## config.mk

```make
export PLATFORM = sky130hd
export DESIGN_NAME = arbiter_4x2_rr
export DESIGN_NICKNAME = d
export VERILOG_FILES = /design/src/rtl/arbiter_4x2_rr.sv
export SDC_FILE = /design/constraint.sdc
export NUM_CORES = 1
export LEC_CHECK = 0
export ABC_AREA = 1
export CORE_AREA = 4 4 53 55
export CTS_BUF_LIST = sky130_fd_sc_hd__clkbuf_4 sky130_fd_sc_hd__clkbuf_8 sky130_fd_sc_hd__clkbuf_16
export DETAILED_ROUTE_END_ITERATION = 6
export DIE_AREA = 0 0 57 59
export GPL_TIMING_DRIVEN = 0
export HOLD_SLACK_MARGIN = 0.05
export PLACE_DENSITY = 0.81
export SETUP_SLACK_MARGIN = 0.3
export SLEW_MARGIN = 20
export SYNTH_ARGS = -nofsm -noshare
export SYNTH_HDL_FRONTEND = slang
export SYNTH_SLANG_ARGS = --single-unit
```

## constraint.sdc

```tcl
create_clock -name clk -period 3 [get_ports clk]
set_input_delay 0.75 -clock clk [delete_from_list [all_inputs] [get_ports clk]]
set_output_delay 0.75 -clock clk [all_outputs]
set_load 0.1 [all_outputs]
```

## src/rtl/arbiter_4x2_rr.sv

```systemverilog
// ---------------------------------------------------------------------------
// arbiter_4x2_rr
// Four-requester arbiter with a one-hot grant plus a binary grant index.
// The policy is either round-robin or fixed priority (requester 0 highest).
// A grant is held until the holder signals done, drops its request, or the
// optional hold timer expires. Each grant is followed by one RELEASE cycle
// and one IDLE cycle before the next grant can be issued.
//
// Ports
//   clk      in   single clock, rising edge
//   rst      in   asynchronous reset, active high
//   req[3:0] in   request vector, one bit per requester
//   done     in   holder releases the resource (looked at only in GRANT)
//   gnt[3:0] out  one-hot grant
//   gnt_idx  out  binary index of the granted requester, 0 when no grant
//   gnt_vld  out  high exactly when gnt is nonzero
//   timeout  out  one-cycle pulse when a grant is revoked by the hold timer
//
// state   | meaning
// --------+-----------------------------------------------------------
// IDLE    | no grant; a nonzero req picks a winner at the next edge
// GRANT   | winner holds the resource; other req bits are ignored
// RELEASE | one dead cycle with no grant, then back to IDLE
// ---------------------------------------------------------------------------
module arbiter_4x2_rr #(
    parameter string DESCRIPTION = "RR",
    parameter int    MAX_HOLD    = 16
) (
    input  logic       clk,
    input  logic       rst,
    input  logic [3:0] req,
    input  logic       done,
    output logic [3:0] gnt,
    output logic [1:0] gnt_idx,
    output logic       gnt_vld,
    output logic       timeout
);

    typedef enum logic [1:0] {
        ST_IDLE    = 2'd0,
        ST_GRANT   = 2'd1,
        ST_RELEASE = 2'd2
    } state_t;

    // Anything other than "RR" falls back to fixed priority.
    localparam bit         IS_RR      = (DESCRIPTION == "RR");
    localparam bit         TIMEOUT_EN = (MAX_HOLD != 0);
    localparam logic [7:0] HOLD_LAST  = TIMEOUT_EN ? 8'(MAX_HOLD - 1) : 8'd0;

    state_t     r_state;
    logic [3:0] r_gnt;
    logic [1:0] r_gnt_idx;
    logic       r_gnt_vld;
    logic       r_timeout;
    logic [7:0] r_hold_cnt;
    logic [1:0] r_last;

    logic [1:0] w_win_idx;
    logic       w_release;
    logic       w_expire;

    // Winner search. RR scans last+1, last+2, ... with 2-bit wraparound;
    // fixed priority scans 0..3. The first requesting index wins.
    always_comb begin
        logic [1:0] cand;
        logic       found;
        w_win_idx = 2'd0;
        found     = 1'b0;
        cand      = 2'd0;
        for (int k = 0; k < 4; k++) begin
            cand = IS_RR ? (r_last + 2'(k + 1)) : 2'(k);
            if (!found && req[cand]) begin
                w_win_idx = cand;
                found     = 1'b1;
            end
        end
    end

    // In GRANT, r_gnt_idx is the holder index.
    assign w_release = done || !req[r_gnt_idx];
    assign w_expire  = TIMEOUT_EN && (r_hold_cnt == HOLD_LAST);

    always_ff @(posedge clk or posedge rst) begin
        if (rst) begin
            r_state    <= ST_IDLE;
            r_gnt      <= 4'd0;
            r_gnt_idx  <= 2'd0;
            r_gnt_vld  <= 1'b0;
            r_timeout  <= 1'b0;
            r_hold_cnt <= 8'd0;
            r_last     <= 2'd3;
        end else begin
            r_timeout <= 1'b0;
            case (r_state)
                ST_IDLE: begin
                    if (req != 4'd0) begin
                        r_state    <= ST_GRANT;
                        r_gnt      <= 4'b0001 << w_win_idx;
                        r_gnt_idx  <= w_win_idx;
                        r_gnt_vld  <= 1'b1;
                        r_hold_cnt <= 8'd0;
                    end
                end
                ST_GRANT: begin
                    if (w_release || w_expire) begin
                        r_state   <= ST_RELEASE;
                        r_gnt     <= 4'd0;
                        r_gnt_idx <= 2'd0;
                        r_gnt_vld <= 1'b0;
                        r_last    <= r_gnt_idx;
                        // A normal release on the expiry edge suppresses the pulse.
                        r_timeout <= !w_release;
                    end else begin
                        r_hold_cnt <= r_hold_cnt + 8'd1;
                    end
                end
                ST_RELEASE: begin
                    r_state <= ST_IDLE;
                end
                default: begin
                    r_state <= ST_IDLE;
                end
            endcase
        end
    end

    assign gnt     = r_gnt;
    assign gnt_idx = r_gnt_idx;
    assign gnt_vld = r_gnt_vld;
    assign timeout = r_timeout;

endmodule

```

==> results_dict.tcl, run 1 <==
set metrics [dict create \
    synth_compound_area_share_pct 6.77 \
    synthArstFlopShare_pct 100 \
    routed_via_density 5.30 \
    area_growth_pct 16.3 \
    synth-simple-area-share_pct 42.4 \
    period_share_pct 87.6 \
    critPathCaptureType "output pin" \
    drc 0 \
    place.gp.congestion 0.956 \
    grt_use_total_pct 19.0 \
    cts_sinks 20 \
    startpoint_type "flip-flop" \
    grt_pass1_wl_um 5070 \
    yosysSeqAreaShare_pct 38.4 \
    maxCapViolCount 0 \
    firstDrtPassIters 4 \
    routedWlPerCell_um 12.4 \
    place_ws_ps 644 \
    p_per_area_mw_per_mm2 1020 \
    overflow 0 \
    antenna_found_initial 0 \
    placementRows 18 \
    via_count 1208 \
    worst-path-buf-inv 1 \
    cp_data_required_time_ps 2250 \
    worst_pin_slew_ps 978 \
    hp-class "flip-flop to flip-flop" \
    arrival_ps 1880 \
    dpl.hpwl_um 2200 \
    cts_root_buffer "clkbuf_4" \
    synth-xor-area-share_pct 2.00 \
    cts_setup_buffers 0 \
    slew_headroom_pct 34.6 \
    yosys-mux-area-fraction_pct 0 \
    cts.reportedPaths.clkPinSlew_ps 110 \
    setup_slack_ps 373 \
    cpPeakStageDelay_ps 1150 \
    cts_resized 0 \
    cts_tree "yes" \
    skew_ps 7.10 \
    crit_family "buffers and inverters" \
    drt_iter0_drc 67 \
    die_height_um 59 \
    cts_htree_levels 1 \
    totalNegativeSetupSlack_ps 0 \
    core-area_mm2 0.00239 \
    die_area_mm2 0.00336 \
    synth_top_family_by_area "simple AND/OR/NAND/NOR gates" \
    p_leak_nw 0.752 \
    syn-mean-instance-area_um2 7.28 \
    setup_viol 0 \
    antenna_cells 0 \
    die_width_um 57 \
    numCtsBuffers 3 \
    ys_ff_latch 20 \
    grt_start_max_net_pins 21 \
    path_max_fanout 4 \
    ir_worst_vdd_uv 708 \
    drive_above_1_share_pct 15.7 \
    slowest_stage "clkdlybuf4s50_1" \
    worstSetupPathType "flip-flop to output pin" \
    fmax_ghz 0.381 \
    fin_crit_ps 2630 \
    cts_buffer_depth 2 \
    io_pins 15 \
    synthAdderAreaFrac_pct 0.954 \
    synth-main-ff-cell "dfrtp_1" \
    crit_chain "clkdlybuf4s50_1" \
    hold_ws_ps 489 \
    syn_area_mm2 0.00131 \
    portBuffers 14 \
    synth_cell_types 29 \
    netlist_instances 180 \
    synth_edf_count 0 \
    nFillCells 227 \
    synth_nets 188 \
    yosys_warnings 0 \
    finalHoldViolCount 0 \
    finalMaxSlewViolations 0 \
    cts_hold_buf 0 \
    worstSkewPairLatency_ps 300 \
    grt_pass1_vias 1169 \
    ant_nets 0 \
    final_nets 207 \
    initial_core_util_pct 54.9 \
    outcome "finished, final reports clean" \
    wirelength_um 2840 \
    rsz0062_at_grt "false" \
]
-- registers in the layout, indices dropped and copies added, names as in the netlist --
name        cells
gnt_vld         1
r_hold_cnt      8
r_state         2
gnt_idx         2
gnt             4
r_last          2
timeout         1
-- path summary, 6_finish.rpt --
kind,from,slack [ps],depth (start not counted),endpoint
setup reg to reg,r_last[1]$_DFFE_PP1P_,1260,12,gnt[1]$_DFFE_PP0P_
hold reg to reg,gnt[3]$_DFFE_PP0P_,490,2,gnt[3]$_DFFE_PP0P_
setup / recovery,gnt_idx[0]$_DFFE_PP0P_,370,1,gnt_idx[0]
hold / removal,gnt[3]$_DFFE_PP0P_,490,2,gnt[3]$_DFFE_PP0P_
min in group asynchronous,rst,860,2,r_hold_cnt[5]$_DFFE_PP0P_
max in group asynchronous,rst,1660,2,r_hold_cnt[3]$_DFFE_PP0P_
-- per-layer routing --
metal  track usage [%]  part of all wire [%]  vias to the layer above
li1                  -                     -                      613
met1              22.5                    41                      557
met2              34.4                    52                       31
met3              2.18                   3.9                        7
met4              9.27                   2.4                        0
met5                 0                     0                        -
-- cells in the final DEF, fill, tap and decap left out, drive strengths merged --
cell type	netlist	final
o31ai	1	1
a21oi	2	2
a21boi	1	1
nor2	18	18
dfstp	2	2
ha	1	1
clkbuf	0	4
inv	23	23
nand2	66	66
clkdlybuf4s50	0	14
buf	3	3
o21bai	1	1
nor3	1	1
nand3	23	23
o21ai	9	9
dfrtp	18	18
xnor2	1	1
xor2	2	2
nand4	8	8
-- cells in the mapped netlist (2+ instances only) --
cell type | n | area, µm²
dfrtp_1 | 18 | 450
o21ai_2 | 3 | 26.3
dfstp_2 | 2 | 52.6
inv_1 | 20 | 75.1
nor2_1 | 14 | 52.6
o21ai_1 | 3 | 15.0
inv_4 | 2 | 12.5
nand4_1 | 7 | 43.8
nand3_1 | 22 | 110
o21ai_0 | 3 | 15.0
a21oi_1 | 2 | 10.0
nor2_4 | 2 | 22.5
xor2_1 | 2 | 17.5
nor2_2 | 2 | 12.5
nand2_2 | 9 | 56.3
nand2_1 | 56 | 210
-- area by class of cell --
type | count | area (µm²) | area share [%]
sequential | 20 | 503 | 33.0
inverter | 23 | 91.3 | 5.99
tap | 30 | 37.5 | 2.46
buffer | 3 | 33.8 | 2.21
clock buffer | 4 | 36.3 | 2.38
multi-input combinational | 134 | 683 | 44.8
timing repair buffer | 14 | 140 | 9.19
-- cells by family (layout without fill, tap and decap cells) --
group,Yosys count,count (layout)
AOI/OAI and AO/OA,14,14
and+or+nand+nor,116,116
xor gates and xnor gates,3,3
DFF,20,20
buffers and inverters,26,44
adders and majority gates,1,1
-- stage by stage --
stage	instance area (µm²)	total power [W]	util (%)	std cells
floorplan	1310	0.00121	-	180
global placement	1490	0.00138	62.4	224
detailed placement	1490	0.00141	62.4	224
CTS	1530	0.00157	63.9	228
global route	1530	0.00169	63.9	228
finish	1530	0.00156	63.9	228
-- power by group --
part / total [W] / switching (W) / leakage [nW] / internal [W]
sequential: 0.000402 / 0.0000538 / 0.261 / 0.000348
combinational: 0.00101 / 0.000715 / 0.470 / 0.000292
clock: 0.000154 / 0.0000801 / 0.0210 / 0.0000741
total: 0.00156 / 0.000849 / 0.752 / 0.000714
(Power assumes the default switching activity.)
==> run 2, diff against run 1 <==
Settings changed: CAP_MARGIN from default to 10, CORE_AREA 4 4 53 55 to 4 4 54 56, DIE_AREA 0 0 57 59 to 0 0 58 60, PLACE_DENSITY 0.81 to 0.79.
Clock period 3 ns to 2.8 ns, I/O delays scaled along.
==> run 2 against run 1 <==
  * Worst hold slack lost 2.4 ps
  * Clock power up 9%
  * Count of clock-buffer cells in the layout is the same
  * Die area grew 3.5%
  * Utilization shrank 1.4 points
  * Via count down 0.41%
  * Global-route usage fell by 0.94 points
  * Design area decreased by 0.41%
  * Non-clock buffer count unchanged
  * Critical path depth unchanged
  * Largest cell class unchanged
==> results_dict.tcl, run 2 (synthesis gave the netlist of run 1 again) <==
set metrics [dict create \
    outcome "finished, final reports clean" \
    worst_pin_slew_ps 960 \
    cts_sinks 20 \
    worst-path-buf-inv 1 \
    grt_pass1_vias 1120 \
    slew_headroom_pct 35.9 \
    crit_chain "dlygate4sd2_1" \
    place_area_mm2 0.00149 \
    cts_tree "yes" \
    path_max_fanout 4 \
    fin_crit_ps 2270 \
    antenna_cells 0 \
    largest_reg_flops 8 \
    portBuffers 14 \
    die_width_um 58 \
    reg2reg_depth 12 \
    fmax_ghz 0.441 \
    final_common_cell "nand2_1" \
    firstDrtPassIters 4 \
    max_flop_register "r_hold_cnt" \
    setup_viol 0 \
    maxCapViolCount 0 \
    rsz0062_at_grt "false" \
    p_leak_nw 0.794 \
    cts_resized 7 \
    via_count 1203 \
    cpPeakStageDelay_ps 870 \
    worstSetupPathType "flip-flop to output pin" \
    layout_common_cells "nand2_1 (56), nand3_1 (22), inv_1 (20), dfrtp_1 (18), nor2_1 (14)" \
    worstSkewPairLatency_ps 300 \
    worstHoldStart "gnt_vld$_DFFE_PP0P_" \
    io_pins 15 \
    drive_above_1_share_pct 15.7 \
    grt_start_max_net_pins 21 \
    drc 0 \
    p_per_area_mw_per_mm2 1090 \
    final_nets 207 \
    cp_data_required_time_ps 2100 \
    die_area_mm2 0.00348 \
    numCtsBuffers 3 \
    area_growth_pct 15.8 \
    totalNegativeSetupSlack_ps 0 \
    finalInstanceArea_mm2 0.00152 \
    r2r_end "gnt[1]$_DFFE_PP0P_" \
    power_w 0.00165 \
    finalHoldViolCount 0 \
    met1_usage_pct 24.1 \
    cts_root_buffer "clkbuf_4" \
    ant_nets 0 \
    r2r-start "r_last[1]$_DFFE_PP1P_" \
    startpoint_type "flip-flop" \
    overflow 0 \
    ir_worst_vdd_uv 706 \
    die_height_um 60 \
    cts_setup_buffers 0 \
    core-area_mm2 0.00243 \
    drt_iter0_drc 43 \
    finalMaxSlewViolations 0 \
    busiest_layer "met2" \
    slowest_stage "dlygate4sd2_1" \
    antenna_found_initial 0 \
    period_share_pct 81.0 \
    hp-class "flip-flop to flip-flop" \
    grt_use_met3_pct 5.18 \
    cts_hold_buf 0 \
    reg2reg_slack_ps 1100 \
    wirelength_um 2770 \
    grt_pass1_wl_um 4870 \
    routedWlPerCell_um 12.2 \
    placementRows 18 \
    skew_ps 2.19 \
    cts_buffer_depth 2 \
    critPathCaptureType "output pin" \
    initial_core_util_pct 53.9 \
    grt_use_total_pct 18.1 \
    routed_via_density 5.28 \
    crit_family "buffers and inverters" \
    dpl.hpwl_um 2130 \
    place.gp.congestion 0.892 \
    arrival_ps 1570 \
    cts_htree_levels 1 \
    met2_usage_pct 28.7 \
    hold-path-endpoint "gnt_vld$_DFFE_PP0P_" \
    holdPathStages 2 \
    cts.reportedPaths.clkPinSlew_ps 110 \
]
## run 2: cell types whose count changed in the layout (fill, tap and decap cells not counted), sizes merged
cell	before	now
dlygate4sd2	0	7
dlymetal6s2s	0	1
clkdlybuf4s50	14	6
## run 2: metal layers
layer	vias up	wire length (µm)
met4	0	32
met5	-	0
li1	614	-
met1	538	1280
met3	7	206
met2	44	1260
## run 2: report_power, final
part	internal (W)	total [W]	switching, W
Clock	0.0000793	0.000168	0.0000886
Combinational	0.000288	0.00106	0.000767
Sequential	0.000373	0.000430	0.0000571
## run 2: worst min-delay path, delay by kind of cell, from the launching register on
kind,cells,cell delay (ps)
flip-flops,1,360
AND/OR/NAND/NOR,2,100
## run 2: worst max path at each step
stage,startpoint,end,slack [ps],cells after the start
floorplan,gnt_idx[0]$_DFFE_PP0P_,r_hold_cnt[4]$_DFFE_PP0P_,770,10
global placement,req[3],r_hold_cnt[2]$_DFFE_PP0P_,510,11
detailed placement,req[3],r_hold_cnt[2]$_DFFE_PP0P_,480,11
CTS,timeout$_DFF_PP0_,timeout,320,1
global route,gnt_idx[0]$_DFFE_PP0P_,gnt_idx[0],480,1
finish,gnt_idx[0]$_DFFE_PP0P_,gnt_idx[0],530,1
## run 2: layout make-up
class                   instances  area, µm²
fillers                       226        913
multi-input cells             134        683
flip-flops and latches         20        503
repair buffers                 14        134
inverters                      23       91.3
well taps                      30       37.5
clock buffers                   4       36.3
plain buffers                   3       33.8
## run 2: metrics by stage
stage / setup WS, ps / cells / hold slack [ps] / util, %
after floorplan: 772 / 180 / 482 / -
after global placement: 508 / 224 / 459 / 61.2
after detailed placement: 479 / 224 / 463 / 61.2
after CTS: 317 / 228 / 490 / 62.3
after global routing: 482 / 228 / 542 / 62.4
final: 533 / 228 / 486 / 62.4
==> run 3, diff against run 2 <==
Settings changed: CORE_AREA 4 4 54 56 to 4 4 57 59, DIE_AREA 0 0 58 60 to 0 0 61 63, PLACE_DENSITY 0.79 to 0.74.
Clock period 2.8 ns to 2 ns, I/O delays scaled along.
==> run 3 against run 2 <==
  * Design area grew 9.3%
  * Die area up 10%
  * Clock power increased by 27%
  * Cell count is 7.5% higher
  * Combinational power rose by 68%
  * Sequential power grew 42%
  * Critical path depth increased by 10
  * Largest power group unchanged
==> results_dict.tcl, run 3 (synthesis gave the netlist of run 1 again) <==
set metrics [dict create \
    final_common_cell "nand2_1" \
    layout.area.seq_um2 508 \
    area_growth_pct 26.6 \
    p_per_area_mw_per_mm2 1570 \
    rsz0062_at_grt "true" \
    skew_ps 4.02 \
    place_area_mm2 0.00150 \
    holdPathStages 2 \
    drt_iter0_drc 79 \
    ant_nets 0 \
    worstSetupPathType "flip-flop to flip-flop" \
    reg2reg_depth 11 \
    firstDrtPassIters 4 \
    core-area_mm2 0.00271 \
    layout_common_cells "nand2_1 (52), nand3_1 (19), inv_1 (18), dfrtp_1 (16), buf_4 (16)" \
    worstHoldStart "gnt_vld$_DFFE_PP0P_" \
    slew_headroom_pct 49.6 \
    cts_tree "yes" \
    cts_root_buffer "clkbuf_4" \
    routedWlPerCell_um 12.8 \
    routed_via_density 5.32 \
    place.gp.congestion 0.870 \
    grt_pass1_vias 1247 \
    portBuffers 14 \
    max_flop_register "r_hold_cnt" \
    cts_htree_levels 1 \
    die_area_mm2 0.00384 \
    nFillCells 243 \
    io_pins 15 \
    dpl.hpwl_um 2230 \
    fin_crit_ps 1620 \
    path_max_fanout 4 \
    cts_buffer_depth 2 \
    busiest_layer "met2" \
    cts_sinks 20 \
    setup_viol 0 \
    numCtsBuffers 3 \
    outcome "finished, final reports clean" \
    cts.reportedPaths.clkPinSlew_ps 110 \
    fmax_ghz 0.617 \
    cp_data_required_time_ps 2230 \
    finalHoldViolCount 0 \
    ir_worst_vdd_uv 1250 \
    drive_above_1_share_pct 31.8 \
    crit_start "r_last[1]$_DFFE_PP1P_" \
    reg2reg_slack_ps 380 \
    power_w 0.00260 \
    die_width_um 61 \
    p_leak_nw 0.857 \
    period_share_pct 81.1 \
    crit_chain "buf_6 -> buf_4 -> nand2_1 -> nand2_2 -> nand2_4 -> buf_4 -> nand4_1 -> nand3_2 -> nand2_2 -> nand2_1 -> o21ai_2" \
    grt_use_met3_pct 1.86 \
    grt_pass1_wl_um 5110 \
    overflow 0 \
    hp-class "flip-flop to flip-flop" \
    critPathCaptureType "flip-flop" \
    via_count 1303 \
    antenna_cells 0 \
    grt_use_total_pct 17.1 \
    r2r_end "gnt_idx[0]$_DFFE_PP0P_" \
    cpPeakStageDelay_ps 540 \
    worst-path-buf-inv 3 \
    worstSkewPairLatency_ps 300 \
    largest_reg_flops 8 \
    finalInstanceArea_mm2 0.00166 \
    met1_usage_pct 19.6 \
    finalMaxSlewViolations 0 \
    drc 0 \
    maxCapViolCount 0 \
    startpoint_type "flip-flop" \
    hold-path-endpoint "gnt_vld$_DFFE_PP0P_" \
    multi_input_area_um2 734 \
    crit_family "simple AND/OR/NAND/NOR gates" \
    placementRows 19 \
    worst_pin_slew_ps 755 \
    cts_hold_buf 0 \
    initial_core_util_pct 48.4 \
    wirelength_um 3150 \
    met2_usage_pct 30.5 \
    arrival_ps 1850 \
    slowest_stage "dfstp_2" \
    die_height_um 63 \
    r2r-start "r_last[1]$_DFFE_PP1P_" \
    antenna_found_initial 0 \
    grt_start_max_net_pins 21 \
    final_nets 223 \
]
[run 3: cell types whose count changed in the layout (fill, tap and decap cells not counted), moves of 2 or more]
cell             delta
buf_2               +7
buf_4              +15
clkbuf_4            +2
clkdlybuf4s50_1     -4
dfrtp_1             -2
dlygate4sd2_1       -3
inv_1               -2
nand2_1             -4
nand2_4             +3
nand3_1             -3
nand3_2             +3
[run 3: worst max-delay path by stage]
stage | to | cells after the start
detailed placement | gnt_idx[1]$_DFFE_PP0P_ | 7
CTS | gnt_idx[0]$_DFFE_PP0P_ | 12
finish | gnt_idx[0]$_DFFE_PP0P_ | 11
global route | gnt[2]$_DFFE_PP0P_ | 10
floorplan | r_hold_cnt[4]$_DFFE_PP0P_ | 8
global placement | r_hold_cnt[4]$_DFFE_PP0P_ | 11
[run 3: power breakdown]
group          total (W)  switching, W  internal [W]  leakage, nW
Sequential      0.000612     0.0000815      0.000530        0.259
Combinational    0.00178       0.00119      0.000592        0.580
Clock           0.000214      0.000122     0.0000913       0.0184
Total            0.00260       0.00139       0.00121        0.857
[run 3: what timing repair did]
action | 4_1_cts | 5_1_grt
endpoints found under the setup margin | 22 | 15
buffers inserted | 2 | 14
resized for setup | 46 | 17
pin swaps | 2 | 10
[run 3: worst min-delay path, cell delays in order (launching register included)]
cell and delay (ps):
dfrtp_1 350, nand2_1 50, nand2_1 50
[run 3: area by class of cell]
| type | instances | share of cell area [%] |
|---|---|---|
| Multi-Input combinational cell | 134 | 44.2 |
| Clock buffer | 4 | 1.81 |
| Inverter | 23 | 5.65 |
| Timing Repair Buffer | 30 | 13.1 |
| Buffer | 3 | 2.26 |
| Tap cell | 31 | 2.34 |
| Sequential cell | 20 | 30.6 |
[run 3: stage by stage]
step / TNS, ps / hold WS [ps] / cells / utilization, % / setup WS, ps
final: 0 / 476 / 245 / 61.3 / 379
after CTS: 0 / 480 / 231 / 55.6 / 306
after global routing: 0 / 503 / 245 / 61.3 / 260
after floorplan: 0 / 462 / 180 / - / 319
after detailed placement: -930 / 460 / 225 / 55.2 / -118
after global placement: -590 / 460 / 225 / 55.2 / -92.3
[run 3: layer usage]
metal  part of all wire, %  up-vias
li1                      -      650
met1                    41      608
met2                    53       36
met3                   3.6        9
met4                   2.4        0
met5                     0        -
